<file path="src/rtl/ccu_pkg.sv">
// Shared CCU packet-path definitions.
// The start byte is common to packer and unpacker so both ends always agree.
package ccu_pkg;

    localparam logic [7:0]  CCU_START_BYTE = 8'h5A;
    localparam int unsigned CCU_HDR_BYTES  = 6;
    localparam int unsigned CCU_ID_W       = 16;
    localparam int unsigned CCU_LEN_W      = 13;
    localparam int unsigned CCU_IDLE_W     = 16;

    // Receive parser states, in wire order of the header bytes.
    typedef enum logic [2:0] {
        ST_HUNT   = 3'd0,
        ST_ID_LB  = 3'd1,
        ST_ID_HB  = 3'd2,
        ST_LEN_LB = 3'd3,
        ST_LEN_HB = 3'd4,
        ST_TYPE   = 3'd5,
        ST_DATA   = 3'd6
    } ccu_state_e;

    // Framing error codes reported on pack_err_code.
    typedef enum logic [1:0] {
        ERR_NONE    = 2'd0,
        ERR_LEN_MAX = 2'd1,
        ERR_LEN_HI  = 2'd2,
        ERR_TIMEOUT = 2'd3
    } ccu_err_e;

    // Header fields collected before they are published.
    typedef struct packed {
        logic [CCU_ID_W-1:0]  id;
        logic [CCU_LEN_W-1:0] length;
    } ccu_hdr_t;

endpackage

</file>
<file path="src/rtl/ccu_unpack_if.sv">
// Byte-stream bus around the unpacker.
//   s_axis_tdata/tvalid/tready : SPI RX AXI4-Stream bytes into the unpacker
//   m_data/m_valid/m_ready/m_last : payload bytes out to the CCU FSMs
// Modport slave is the unpacker side; modport master is the surrounding logic
// that feeds RX bytes and consumes payload.
interface ccu_unpack_if;

    logic [7:0] s_axis_tdata;
    logic       s_axis_tvalid;
    logic       s_axis_tready;
    logic [7:0] m_data;
    logic       m_valid;
    logic       m_ready;
    logic       m_last;

    modport slave (
        input  s_axis_tdata,
        input  s_axis_tvalid,
        input  m_ready,
        output s_axis_tready,
        output m_data,
        output m_valid,
        output m_last
    );

    modport master (
        output s_axis_tdata,
        output s_axis_tvalid,
        output m_ready,
        input  s_axis_tready,
        input  m_data,
        input  m_valid,
        input  m_last
    );

endinterface

</file>
<file path="src/rtl/ccu_unpack.sv">
// CCU receive unpacker: hunts for the start byte, parses the 6-byte header
// (start, ID LB/HB, LEN LB/HB, TYPE) and forwards LEN payload bytes through a
// one-entry output register.
// Ports:
//   axi_aclk, axi_aresetn : clock, asynchronous active-low reset
//   bus (slave)           : RX byte stream in, payload byte stream out
//   pack_id/length/type   : header of the current packet, valid with pack_hdr_valid
//   pack_done             : pulse after the last payload byte is taken
//   pack_err/_code        : framing error pulse, code held until next error
// Optional: define CCU_UNPACK_TIMEOUT_EN to abort a packet after
// TIMEOUT_CYCLES idle cycles (error code 3).
module ccu_unpack
    import ccu_pkg::*;
#(
    parameter logic [12:0] MAX_LEN        = 13'd4096,
    parameter logic [15:0] TIMEOUT_CYCLES = 16'd50000
) (
    input  logic                 axi_aclk,
    input  logic                 axi_aresetn,
    ccu_unpack_if.slave          bus,
    output logic [CCU_ID_W-1:0]  pack_id,
    output logic [CCU_LEN_W-1:0] pack_length,
    output logic [7:0]           pack_type,
    output logic                 pack_hdr_valid,
    output logic                 pack_done,
    output logic                 pack_err,
    output logic [1:0]           pack_err_code
);

    ccu_state_e           state;
    ccu_hdr_t             hdr_sh;
    logic [7:0]           len_lb;
    logic [CCU_LEN_W-1:0] data_ct;
    logic [7:0]           m_data_q;
    logic                 m_valid_q;
    logic                 m_last_q;
    logic                 zl_pend;

    logic                 s_ready_c;
    logic                 s_hs_c;
    logic                 m_hs_c;
    logic                 last_load_c;
    logic                 timeout_c;
    logic [CCU_LEN_W-1:0] len_wire_c;

    // Accept rules: TYPE waits until the previous header is released,
    // DATA only loads when the output register is free or draining.
    always_comb begin
        s_ready_c = 1'b1;
        case (state)
            ST_TYPE: s_ready_c = !pack_hdr_valid;
            ST_DATA: s_ready_c = !m_valid_q || bus.m_ready;
            default: s_ready_c = 1'b1;
        endcase
    end

    assign s_hs_c      = bus.s_axis_tvalid && s_ready_c;
    assign m_hs_c      = m_valid_q && bus.m_ready;
    assign last_load_c = (state == ST_DATA) && s_hs_c
                         && (data_ct == pack_length - 13'd1);
    assign len_wire_c  = {bus.s_axis_tdata[4:0], len_lb};

    assign bus.s_axis_tready = s_ready_c;
    assign bus.m_data        = m_data_q;
    assign bus.m_valid       = m_valid_q;
    assign bus.m_last        = m_last_q;

`ifdef CCU_UNPACK_TIMEOUT_EN
    logic [CCU_IDLE_W-1:0] idle_ct;

    // Counts only genuine idle cycles; a stalled but valid byte is not idle.
    assign timeout_c = (state != ST_HUNT) && !bus.s_axis_tvalid
                       && (idle_ct + 16'd1 == TIMEOUT_CYCLES);

    always_ff @(posedge axi_aclk or negedge axi_aresetn) begin
        if (!axi_aresetn) begin
            idle_ct <= '0;
        end else if (state == ST_HUNT || s_hs_c || timeout_c) begin
            idle_ct <= '0;
        end else if (!bus.s_axis_tvalid) begin
            idle_ct <= idle_ct + 16'd1;
        end
    end
`else
    // Timeout limit has no effect in this build.
    logic unused_timeout;
    assign unused_timeout = ^TIMEOUT_CYCLES;
    assign timeout_c      = 1'b0;
`endif

    // Parser state, header registers, output register and status pulses.
    always_ff @(posedge axi_aclk or negedge axi_aresetn) begin
        if (!axi_aresetn) begin
            state          <= ST_HUNT;
            hdr_sh         <= '0;
            len_lb         <= '0;
            data_ct        <= '0;
            m_data_q       <= '0;
            m_valid_q      <= 1'b0;
            m_last_q       <= 1'b0;
            zl_pend        <= 1'b0;
            pack_id        <= '0;
            pack_length    <= '0;
            pack_type      <= '0;
            pack_hdr_valid <= 1'b0;
            pack_done      <= 1'b0;
            pack_err       <= 1'b0;
            pack_err_code  <= ERR_NONE;
        end else begin
            pack_done <= 1'b0;
            pack_err  <= 1'b0;

            // Output register drains independently of the parser state.
            if (m_hs_c) begin
                m_valid_q <= 1'b0;
                m_last_q  <= 1'b0;
                if (m_last_q) begin
                    pack_done      <= 1'b1;
                    pack_hdr_valid <= 1'b0;
                end
            end

            // Zero-length packet completes the cycle after its TYPE byte.
            if (zl_pend) begin
                zl_pend        <= 1'b0;
                pack_done      <= 1'b1;
                pack_hdr_valid <= 1'b0;
            end

            if (timeout_c) begin
                pack_err       <= 1'b1;
                pack_err_code  <= ERR_TIMEOUT;
                m_valid_q      <= 1'b0;
                m_last_q       <= 1'b0;
                pack_hdr_valid <= 1'b0;
                zl_pend        <= 1'b0;
                state          <= ST_HUNT;
            end else if (s_hs_c) begin
                case (state)
                    ST_HUNT: begin
                        if (bus.s_axis_tdata == CCU_START_BYTE) begin
                            state <= ST_ID_LB;
                        end
                    end
                    ST_ID_LB: begin
                        hdr_sh.id[7:0] <= bus.s_axis_tdata;
                        state          <= ST_ID_HB;
                    end
                    ST_ID_HB: begin
                        hdr_sh.id[15:8] <= bus.s_axis_tdata;
                        state           <= ST_LEN_LB;
                    end
                    ST_LEN_LB: begin
                        len_lb <= bus.s_axis_tdata;
                        state  <= ST_LEN_HB;
                    end
                    ST_LEN_HB: begin
                        if (bus.s_axis_tdata[7:5] != 3'd0) begin
                            pack_err      <= 1'b1;
                            pack_err_code <= ERR_LEN_HI;
                            state         <= ST_HUNT;
                        end else if (len_wire_c > MAX_LEN) begin
                            pack_err      <= 1'b1;
                            pack_err_code <= ERR_LEN_MAX;
                            state         <= ST_HUNT;
                        end else begin
                            hdr_sh.length <= len_wire_c;
                            state         <= ST_TYPE;
                        end
                    end
                    ST_TYPE: begin
                        // Publish the header only once it is complete and legal.
                        pack_id        <= hdr_sh.id;
                        pack_length    <= hdr_sh.length;
                        pack_type      <= bus.s_axis_tdata;
                        pack_hdr_valid <= 1'b1;
                        data_ct        <= '0;
                        if (hdr_sh.length == 13'd0) begin
                            zl_pend <= 1'b1;
                            state   <= ST_HUNT;
                        end else begin
                            state <= ST_DATA;
                        end
                    end
                    ST_DATA: begin
                        m_data_q  <= bus.s_axis_tdata;
                        m_valid_q <= 1'b1;
                        m_last_q  <= last_load_c;
                        data_ct   <= data_ct + 13'd1;
                        if (last_load_c) begin
                            state <= ST_HUNT;
                        end
                    end
                    default: state <= ST_HUNT;
                endcase
            end
        end
    end

endmodule

</file>
<file path="src/flat_wrapper.sv">
// flat-port wrapper written by rule: the top's interface ports become plain ports
module ccu_unpack_flat import ccu_pkg::*;
#(
    parameter logic [12:0] MAX_LEN        = 13'd4096,
    parameter logic [15:0] TIMEOUT_CYCLES = 16'd50000
)
  (axi_aclk, axi_aresetn, pack_id, pack_length, pack_type, pack_hdr_valid, pack_done, pack_err, pack_err_code, bus_s_axis_tdata, bus_s_axis_tvalid, bus_m_ready, bus_s_axis_tready, bus_m_data, bus_m_valid, bus_m_last);
  ccu_unpack_if bus_i ();
  input  logic axi_aclk;
  input  logic axi_aresetn;
  output logic [CCU_ID_W-1:0] pack_id;
  output logic [CCU_LEN_W-1:0] pack_length;
  output logic [7:0] pack_type;
  output logic pack_hdr_valid;
  output logic pack_done;
  output logic pack_err;
  output logic [1:0] pack_err_code;
  input wire logic [$bits(bus_i.s_axis_tdata)-1:0] bus_s_axis_tdata;
  input wire logic [$bits(bus_i.s_axis_tvalid)-1:0] bus_s_axis_tvalid;
  input wire logic [$bits(bus_i.m_ready)-1:0] bus_m_ready;
  output wire logic [$bits(bus_i.s_axis_tready)-1:0] bus_s_axis_tready;
  output wire logic [$bits(bus_i.m_data)-1:0] bus_m_data;
  output wire logic [$bits(bus_i.m_valid)-1:0] bus_m_valid;
  output wire logic [$bits(bus_i.m_last)-1:0] bus_m_last;
  assign bus_i.s_axis_tdata = bus_s_axis_tdata;
  assign bus_i.s_axis_tvalid = bus_s_axis_tvalid;
  assign bus_i.m_ready = bus_m_ready;
  assign bus_s_axis_tready = bus_i.s_axis_tready;
  assign bus_m_data = bus_i.m_data;
  assign bus_m_valid = bus_i.m_valid;
  assign bus_m_last = bus_i.m_last;
  ccu_unpack #(.MAX_LEN(MAX_LEN), .TIMEOUT_CYCLES(TIMEOUT_CYCLES)) u_core (.axi_aclk(axi_aclk), .axi_aresetn(axi_aresetn), .bus(bus_i), .pack_id(pack_id), .pack_length(pack_length), .pack_type(pack_type), .pack_hdr_valid(pack_hdr_valid), .pack_done(pack_done), .pack_err(pack_err), .pack_err_code(pack_err_code));
endmodule
</file>
<file path="config.mk">
export PLATFORM = sky130hd
export DESIGN_NAME = ccu_unpack_flat
export DESIGN_NICKNAME = d
export VERILOG_FILES = /design/src/rtl/ccu_pkg.sv /design/src/rtl/ccu_unpack_if.sv /design/src/rtl/ccu_unpack.sv /design/src/flat_wrapper.sv
export SDC_FILE = /design/constraint.sdc
export NUM_CORES = 1
export LEC_CHECK = 0
export CAP_MARGIN = 20
export CORE_MARGIN = 5
export CORE_UTILIZATION = 50
export CTS_CLUSTER_SIZE = 10
export DETAILED_ROUTE_END_ITERATION = 7
export MAX_ROUTING_LAYER = met4
export PLACE_DENSITY = 0.74
export SLEW_MARGIN = 20
export SYNTH_ARGS = -nofsm -noshare
export SYNTH_HDL_FRONTEND = slang
export SYNTH_SLANG_ARGS = --single-unit
</file>
<file path="constraint.sdc">
create_clock -name axi_aclk -period 3.2 [get_ports axi_aclk]
set_input_delay 0.48 -clock axi_aclk [delete_from_list [all_inputs] [get_ports axi_aclk]]
set_output_delay 0.48 -clock axi_aclk [all_outputs]
set_load 0.02 [all_outputs]
</file>
==> out/metrics.yaml, run 1 <==
status:
  outcome: "finished, final reports clean"
sta:
  rsz0062_at_grt: "false"
  min_period_over_period: 0.805
  worst_slew_pin_slew_ns: 0.781
  drv_slew: 0
  hold-worst-slack_ns: 0.191
  finalSetupViolCount: 0
  clock-skew-final_ns: 0.0136
  clock.fmax_mhz: 388
  timing.final.ws_setup_ns: 0.623
  period_needed_ns: 2.58
  setup_tns_ns: 0
  slew_headroom: 0.479
  hold_violations: 0
logic_synthesis:
  synth_edf_count: 0
  synth_nets: 428
  ys_async_sr_fraction: 1.00
  synth_ff_type: "dfrtp_1"
  synth_top_area_share: 0.550
  netlist_instances: 414
  post-synth-top-area-cell: "dfrtp_1"
  yosys_register_bits: 106
  synth-seq-area-share: 0.550
  synthTopCellsByArea: "dfrtp_1 55%, mux2_2 18%, nand2_1 3.4%"
  ys_warn_count: 0
  syn_avg_cell_area_sq_um: 11.7
  yosysUniqueCellTypes: 49
  syn-cell-area_sq_mm: 0.00483
cts:
  cts_sinks: 106
  clkTransAtPathRegs_ns: 0.10
  cts_setup_buffers: 0
  cts_buffers: 9
  cts_buffer_depth: 2
  clock_latency_ns: 0.37
  hold_buffers: 0
  htreeDepth: 3
  cts_root_buf: "clkbuf_8"
  tritoncts: "yes"
  cts_resized: 0
critical_path:
  end_kind: "flop"
  crit_path_start_kind: "flop"
  critical_path_class: "flop to flop"
  cp.required_ns: 3.46
  crit_arrival_ns: 2.83
  reg2reg_from: "u_core.pack_length[3]"
  crit_end: "u_core.bus.m_last"
  crit_start: "u_core.pack_length[3]"
  r2r_slack_ns: 0.62
  reg2regPathDepth: 6
  r2r-end: "u_core.bus.m_last"
  crit_fanout: 10
routing:
  dr.max_layer_used: "met4"
  dr.pass1.iters: 4
  drt_iter0_drc: 131
  vias_per_cell: 5.70
  post_drt_wl_per_cell_um: 18.1
  wl_met1_um: 4920
  routed_wl_um: 11200
  wl_met2_um: 5580
  met3_length_um: 549
  drtAntennaViolNets: 0
  vias: 3537
  drc: 0
power:
  p_total_mw: 2.59
  intPower_mw: 1.92
  p_leak_nw: 2.81
  clock_power_share: 0.336
  p_sw_uw: 677
  p_seq_frac: 0.559
  p_sw_frac: 0.261
  powerDensity_mw_per_mm2: 441
  peakVddDrop_mv: 0.304
  p_comb_frac: 0.105
grt:
  grt_first_pass_wirelength_um: 18700
  first_global_vias: 3790
  antenna_found_initial: 0
  overflow: 0
  grt_use_total: 0.210
  grt_max_degree: 60
floorplan:
  ios: 65
  core_sq_mm: 0.00933
  rows: 35
  die_x_um: 108
  die_h_um: 108
  initial_utilization: 0.517
  die_area_sq_mm: 0.0117
cells_and_area:
  multi_input_area_sq_mm: 0.00205
  nFillCells: 752
  seqCellArea_sq_mm: 0.00265
  drive_gt1_frac: 0.226
  syn_to_final_growth_pct: 21.9
  n_antenna_cell: 0
  nets: 500
  final_util: 0.630
  stdcell_count: 620
  layout_common_cells: "106 x dfrtp_1, 75 x mux2_2, 63 x clkdlybuf4s50_1"
  finalInstanceArea_sq_mm: 0.00588
  mostFrequentLayoutCell: "dfrtp_1"
placed_design:
  dpl_cell_area_sq_mm: 0.00567
  dp_cells: 604
  dp_slack_ns: 0.592
  dp_hpwl_um: 8000
  gp_congestion: 0.917
  portBuffers: 64
hold_path:
  hp-class: "input port to asynchronous set/reset pin"
job:
  maxCapViolCount: 0
## synth_stat cells, drive strengths merged (8+ instances only)
library cell	instances
a21oi	9
o21ai	18
inv	9
nor2	20
nor4	9
nand2	44
xnor2	8
nor3	11
clkbuf	9
nand3	14
dfrtp	106
buf	8
mux2	76
## registers in the layout, summed over array words and instances (netlist names)
register and flops:
u_core.pack_hdr_valid 1, u_core.pack_err 1, u_core.bus.m_valid 1, u_core.pack_type 8
u_core.hdr_sh 29, u_core.len_lb 8, u_core.bus.m_data 8, u_core.pack_length 13
u_core.bus.m_last 1, u_core.zl_pend 1, u_core.pack_id 16, u_core.pack_err_code 2
u_core.pack_done 1, u_core.state 3, u_core.data_ct 13
## worst max-delay path: stages, from the launching register on
cell     delay, ns
dfrtp_1       0.51
or4_4         0.59
or4_4         0.53
mux2_4        0.32
mux2i_1       0.14
o22ai_1       0.15
a32o_1        0.24
## logic make-up after synthesis
logic type / Yosys count / synth area share
compound gates: 51 / 0.0669
xor+xnor: 14 / 0.0254
fa+ha+maj: 2 / 0.00518
buf+inv: 26 / 0.0251
flops: 106 / 0.550
mux: 79 / 0.184
simple gates: 136 / 0.143
## per-layer routing
layer / vias up / global-route usage
li1: 1622 / -
met1: 1792 / 0.268
met2: 107 / 0.352
met3: 16 / 0.0322
met4: 0 / 0.0586
met5: - / -
## worst min-delay path by stage
stage | end | slack [ns] | cells after the start
after floorplan | u_core.bus.m_data[0] | 0.18 | 0
after global placement | u_core.pack_done | 0.44 | 1
after detailed placement | u_core.pack_done | 0.44 | 1
after CTS | u_core.pack_length[9] | 0.21 | 1
after global routing | u_core.hdr_sh[23] | 0.24 | 1
final | u_core.pack_length[3] | 0.19 | 1
## layout make-up
| class | count | area share |
|---|---|---|
| sequential | 106 | 0.451 |
| multi-input combinational | 282 | 0.349 |
| timing repair buffer | 78 | 0.131 |
| tap | 129 | 0.0274 |
| clock buffer | 11 | 0.0240 |
| clock inverter | 5 | 0.0119 |
| inverter | 9 | 0.00574 |
## power groups by stage
stage                     Clock [mW]  Combinational [mW]  Sequential [mW]
after global routing           0.948               0.301             1.46
after detailed placement           0               0.278             1.48
after global placement             0               0.269             1.47
after floorplan                    0               0.102             1.49
final                          0.871               0.272             1.45
after CTS                      0.890               0.278             1.45
No activity file was read; power rests on OpenSTA's default activity.
==> run 2, diff against run 1 <==
==> constraint.sdc (replaced) <==
create_clock -name axi_aclk -period 2.6 [get_ports axi_aclk]
set_input_delay 0.39 -clock axi_aclk [delete_from_list [all_inputs] [get_ports axi_aclk]]
set_output_delay 0.39 -clock axi_aclk [all_outputs]
set_load 0.02 [all_outputs]
==> run 2 against run 1 <==
  * Final cell count up 2.3%
  * Flip-flop and latch count unchanged
  * Maximum frequency up 7.0%
  * First-iteration DRC count up 44%
  * Routed wire length down 1.4%
  * Sequential share of layout area down 0.66 points
  * Clock skew down 0.00074 ns
  * Sequential power up 23%
  * Register-to-register slack worse by 0.43 ns
  * Critical path type unchanged
==> out/metrics.yaml, run 2 (synthesized netlist as in run 1, its figures left out) <==
sta:
  finalSetupViolCount: 0  # unchanged
  timing.final.ws_setup_ns: 0.192  # -0.431 ns
  min_period_over_period: 0.926  # +0.121
  setup_tns_ns: 0  # unchanged
  clock.fmax_mhz: 415  # +7.0%
  rsz0062_at_grt: "false"
  period_needed_ns: 2.41  # -0.169 ns
  hold_violations: 0  # unchanged
  worst_slew_pin_slew_ns: 0.583  # -0.198 ns
  slew_headroom: 0.608  # +0.128
  clock-skew-final_ns: 0.0128  # -0.000745 ns
  drv_slew: 0  # unchanged
floorplan:
  die_h_um: 108  # unchanged
  initial_utilization: 0.517  # unchanged
  ios: 65  # unchanged
  die_x_um: 108  # unchanged
  core_sq_mm: 0.00933  # unchanged
  rows: 35  # unchanged
  die_area_sq_mm: 0.0117  # unchanged
hold_path:
  hp-class: "flop to flop"
  worstHoldStart: "u_core.zl_pend"
power:
  intPower_mw: 2.37  # +23%
  powerDensity_mw_per_mm2: 538  # +22%
  p_leak_nw: 2.87  # +2.2%
  p_sw_uw: 842  # +24%
  peakVddDrop_mv: 0.334  # +10%
  p_sw_frac: 0.262  # +0.00146
  clock_power_share: 0.339  # +0.003
  p_total_mw: 3.21  # +24%
  p_comb_frac: 0.105  # about the same
  p_seq_frac: 0.556  # -0.003
routing:
  routed_wl_um: 11100  # -1.4%
  drc: 0  # unchanged
  dr.pass1.iters: 4  # unchanged
  vias: 3552  # +0.42%
  vias_per_cell: 5.60  # -1.8%
  drt_iter0_drc: 189  # +44%
  post_drt_wl_per_cell_um: 17.5  # -3.6%
  drtAntennaViolNets: 0  # unchanged
grt:
  antenna_found_initial: 0  # unchanged
  overflow: 0  # unchanged
  grt_first_pass_wirelength_um: 18600  # -0.48%
  grt_use_total: 0.208  # -0.00250
  grt_max_degree: 40  # -33%
  first_global_vias: 3607  # -4.8%
cells_and_area:
  mostFrequentLayoutCell: "dfrtp_1"
  largest_register: "u_core.hdr_sh"
  top_regs: "u_core.hdr_sh x29, u_core.pack_id x16"
  n_antenna_cell: 0  # unchanged
  nets: 514  # +2.8%
  stdcell_count: 634  # +2.3%
  largest_reg_flops: 29  # unchanged
  layout_common_cells: "106 x dfrtp_1, 75 x mux2_2, 63 x clkdlybuf4s50_1"
  drive_gt1_frac: 0.248  # +0.0215
  syn_to_final_growth_pct: 23.7
critical_path:
  crit_start: "u_core.pack_length[3]"
  crit_arrival_ns: 2.68  # -0.15 ns
  max_stage_delay_ns: 0.56  # -0.03 ns
  end_kind: "flop"
  crit_path_start_kind: "flop"
  crit_fanout: 3  # -7
  crit_top_cell: "or4_4"
  reg2reg_from: "u_core.pack_length[3]"
  crit_chain: "or4_4, or4_4, mux2_4, mux2i_1, o22ai_1, a32o_1"
  crit_slowest_cell: "or4_4"
  critical_path_class: "flop to flop"
  cp.required_ns: 2.87  # -0.59 ns
cts:
  cts_sinks: 106  # unchanged
  tritoncts: "yes"
  cts_root_buf: "clkbuf_8"
  clkTransAtPathRegs_ns: 0.11  # about the same
  cts_resized: 0  # unchanged
  clock_latency_ns: 0.38  # about the same
  htreeDepth: 3  # unchanged
  cts_buffer_depth: 2  # unchanged
  cts_buffers: 9  # unchanged
placed_design:
  dp_hpwl_um: 8220  # +2.7%
  dp_slack_ns: 0.171  # -0.422 ns
  gp_congestion: 0.863  # -5.9%
  portBuffers: 64  # unchanged
  dp_cells: 617  # +2.2%
job:
  maxCapViolCount: 0  # unchanged
status:
  outcome: "finished, final reports clean"
## run 2: changes by cell type in the layout (fill, tap and decap cells not counted), sizes merged
| cell | before | now |
|---|---|---|
| clkbuf | 11 | 10 |
| inv | 11 | 13 |
| buf | 15 | 28 |
| dlygate4sd3 | 0 | 1 |
| clkinv | 2 | 1 |
## run 2: final timing paths
path | end | slack (ns) | cells after the start
worst max-delay path | u_core.bus.m_last | 0.19 | 6
worst min-delay path | u_core.pack_done | 0.48 | 1
worst max register to register | u_core.bus.m_last | 0.19 | 6
worst min register to register | u_core.pack_done | 0.48 | 1
max in group asynchronous | u_core.hdr_sh[25] | 1.33 | 3
min in group asynchronous | u_core.pack_length[3] | 0.53 | 2
## run 2: per-stage QoR
stage	util	hold slack [ns]	area, sq um
global placement	0.616	0.402	5740
detailed placement	0.616	0.400	5740
CTS	0.640	0.485	5970
finish	0.640	0.479	5970
global route	0.640	0.507	5970
floorplan	-	0.0944	4830
## run 2: power groups by stage
stage	sequential, mW	combinational [mW]	clock [mW]
after floorplan	1.84	0.125	0
after global placement	1.81	0.332	0
after detailed placement	1.82	0.342	0
after CTS	1.78	0.344	1.11
after global routing	1.79	0.372	1.17
final	1.78	0.338	1.09
## run 2: repair_timing
action                    CTS  global route
hold buffers                1             0
setup buffers               0             0
hold endpoints to repair   11             0
## run 2: area by class of cell
class	count	area (sq um)
repair buffers	92	851
fillers	753	3360
multi-input cells	282	2050
flip-flops and latches	106	2650
inverters	9	33.8
clock inverters	6	78.8
well taps	129	161
clock buffers	10	138
## run 2: per-layer routing
metal	track usage	vias to the layer above	wire length, um
li1	-	1650	-
met1	0.272	1802	5050
met2	0.330	84	5410
met3	0.0436	16	432
met4	0.0577	0	170
met5	-	-	0
## run 2: critical path, delay by kind of cell (launching register included)
family | cells | cell delay, ns
flops | 1 | 0.39
compound gates | 2 | 0.38
mux | 2 | 0.44
simple gates | 2 | 1.09
==> variant, RTL diff (config.mk and constraints of run 1) <==
Add a define of `CCU_UNPACK_TIMEOUT_EN`.
--- a/src/rtl/ccu_unpack.sv
+++ b/src/rtl/ccu_unpack.sv
@@ -9,6 +9,8 @@
 //   pack_err/_code        : framing error pulse, code held until next error
 // Optional: define CCU_UNPACK_TIMEOUT_EN to abort a packet after
 // TIMEOUT_CYCLES idle cycles (error code 3).
+`define CCU_UNPACK_TIMEOUT_EN
+
 module ccu_unpack
     import ccu_pkg::*;
 #(
Check against the original RTL: same outputs for any inputs over 4 cycles, from zero or initial values and one cycle with axi_aresetn low; that may be too few to reach the edited logic, so the function may still have changed.
==> variant against run 1 <==
  * Area after synthesis increased by 21%
  * Wire length increased by 26%
  * Register-to-register slack got worse by 0.33 ns
  * Design area increased by 25%
  * Non-clock buffer count increased by 10
  * Hold slack improved by 0.27 ns
  * Sequential share of layout area decreased by 3.6 points
  * Critical endpoint is now bus_s_axis_tready
  * Sequential cell count increased by 16
  * Setup slack got worse by 0.37 ns
  * Clock skew decreased by 0.0073 ns
Power is not compared: it rests on default switching activity, and its combinational part moved more than twofold at a synthesized area within 25%.
==> variant: results (changes against run 1) <==
syn_avg_cell_area_um2: 11.6  # was 11.7 µm²
cp.arrival_ns: 2.46  # was 2.83 ns
fin_cells: 746  # was 620
cts_hold_buf: 1  # was 0
synth_seq_area_share_pct: 52.3  # was 55.0%
grt_max_degree: 53  # was 60
cp_max_fo: 14  # was 10
grt_pass1_wl_mm: 24.0  # was 18.7 mm
drt-total-wl_mm: 14.2  # was 11.2 mm
grtUsageTotal_pct: 22.2  # was 21.0%
worstMarginPinSlew_ns: 0.722  # was 0.781 ns
synth-xor-area-share_pct: 6.46  # was 2.54%
hp-class: "register to register"  # was input pin to asynchronous set/reset pin
synth-compound-area-share_pct: 5.66  # was 6.69%
dp.cells: 715  # was 604
cts-buffers-inserted: 17  # was 9
clk_pin_slew_ns: 0.05  # was 0.10 ns
synth_nets: 521  # was 428
status: "complete, no violations"  # unchanged
grt_pass1_vias: 4492  # was 3790
clock_latency_ns: 0.42  # was 0.37 ns
internal_power_uw: 4220
yosysUniqueCellTypes: 57  # was 49
synthTopCellsByArea: "dfrtp_1 (52%), mux2_2 (15%), xnor2_1 (3.3%), nor4_1 (3.2%), xor2_1 (3.2%)"  # was dfrtp_1 (55%), mux2_2 (18%), nand2_1 (3.4%), o21ai_0 (1.8%), nor2_1 (1.6%)
reg_top3: "u_core.hdr_sh (29), u_core.idle_ct (16), u_core.pack_id (16)"  # was u_core.hdr_sh (29), u_core.pack_id (16)
cts_htree_levels: 4  # was 3
worst_clock_skew_ns: 0.00627  # was 0.0136 ns
nets: 608  # was 500
placed_cell_area_mm2: 0.00681  # was 0.00567 mm²
drive_gt1_share_pct: 24.4  # was 22.6%
dp_hpwl_mm: 9.92  # was 8.00 mm
vias: 4329  # was 3537
synth_mux_area_share_pct: 15.8  # was 18.4%
dp_slack_ns: 0.328  # was 0.592 ns
numClockSinks: 122  # was 106
drtIter0Drc: 260  # was 131
finalWeightedCongestion: 0.943  # was 0.917
power.total_uw: 6430
root_buffer: "clkbuf_16"  # was clkbuf_8
power_frac_clock_pct: 27.0
numPortBuffers: 64  # unchanged
synthAdderAreaFrac_pct: 0.858  # was 0.519%
synthTopCellsByCount: "dfrtp_1 (122), mux2_2 (80), nor2_1 (33), nor4_1 (30)"  # was dfrtp_1 (106), mux2_2 (75), nand2_1 (44), nor2_1 (20), o21ai_0 (17)
## variant: per-layer routing
layer	track usage, %	up-vias	part of all wire [%]
li1	-	2032	-
met1	28.6	2167	45
met2	34.2	112	48
met3	6.25	18	5.3
met4	7.24	0	1.4
met5	-	-	0
## variant: final timing paths
| check | start | to | slack (ns) | cells after the start |
|---|---|---|---|---|
| worst max-delay path | u_core.state[0]$_DFFE_PN0P_ | bus_s_axis_tready | 0.26 | 4 |
| worst min-delay path | u_core.zl_pend$_DFF_PN0_ | u_core.pack_done$_DFF_PN0_ | 0.46 | 1 |
| worst max register to register | u_core.pack_length[1]$_DFFE_PN0P_ | u_core.state[1]$_DFFE_PN0P_ | 0.29 | 8 |
| worst min register to register | u_core.zl_pend$_DFF_PN0_ | u_core.pack_done$_DFF_PN0_ | 0.46 | 1 |
| max in group asynchronous | axi_aresetn | u_core.bus.m_last$_DFF_PN0_ | 1.79 | 3 |
| min in group asynchronous | axi_aresetn | u_core.bus.m_data[4]$_DFFE_PN0P_ | 0.52 | 2 |
## variant: per-stage QoR
stage / utilization, % / hold WS, ns
CTS: 64.4 / 0.465
finish: 64.4 / 0.458
floorplan: - / 0.184
global placement: 59.6 / 0.424
detailed placement: 59.6 / 0.427
global route: 64.4 / 0.473
## variant: critical path, stage by stage, from the launching register on
cell	delay [ns]
dfrtp_1	0.53
nand4bb_1	0.27
a21boi_0	0.51
inv_1	0.16
clkdlybuf4s50_1	0.58
## variant: area by class of cell
type	count	area, µm²
Fill cell	902	4070
Sequential cell	122	3050
Multi-Input combinational cell	353	2690
Timing Repair Buffer	88	858
Clock buffer	17	425
Tap cell	143	179
Clock inverter	13	108
Inverter	10	37.5
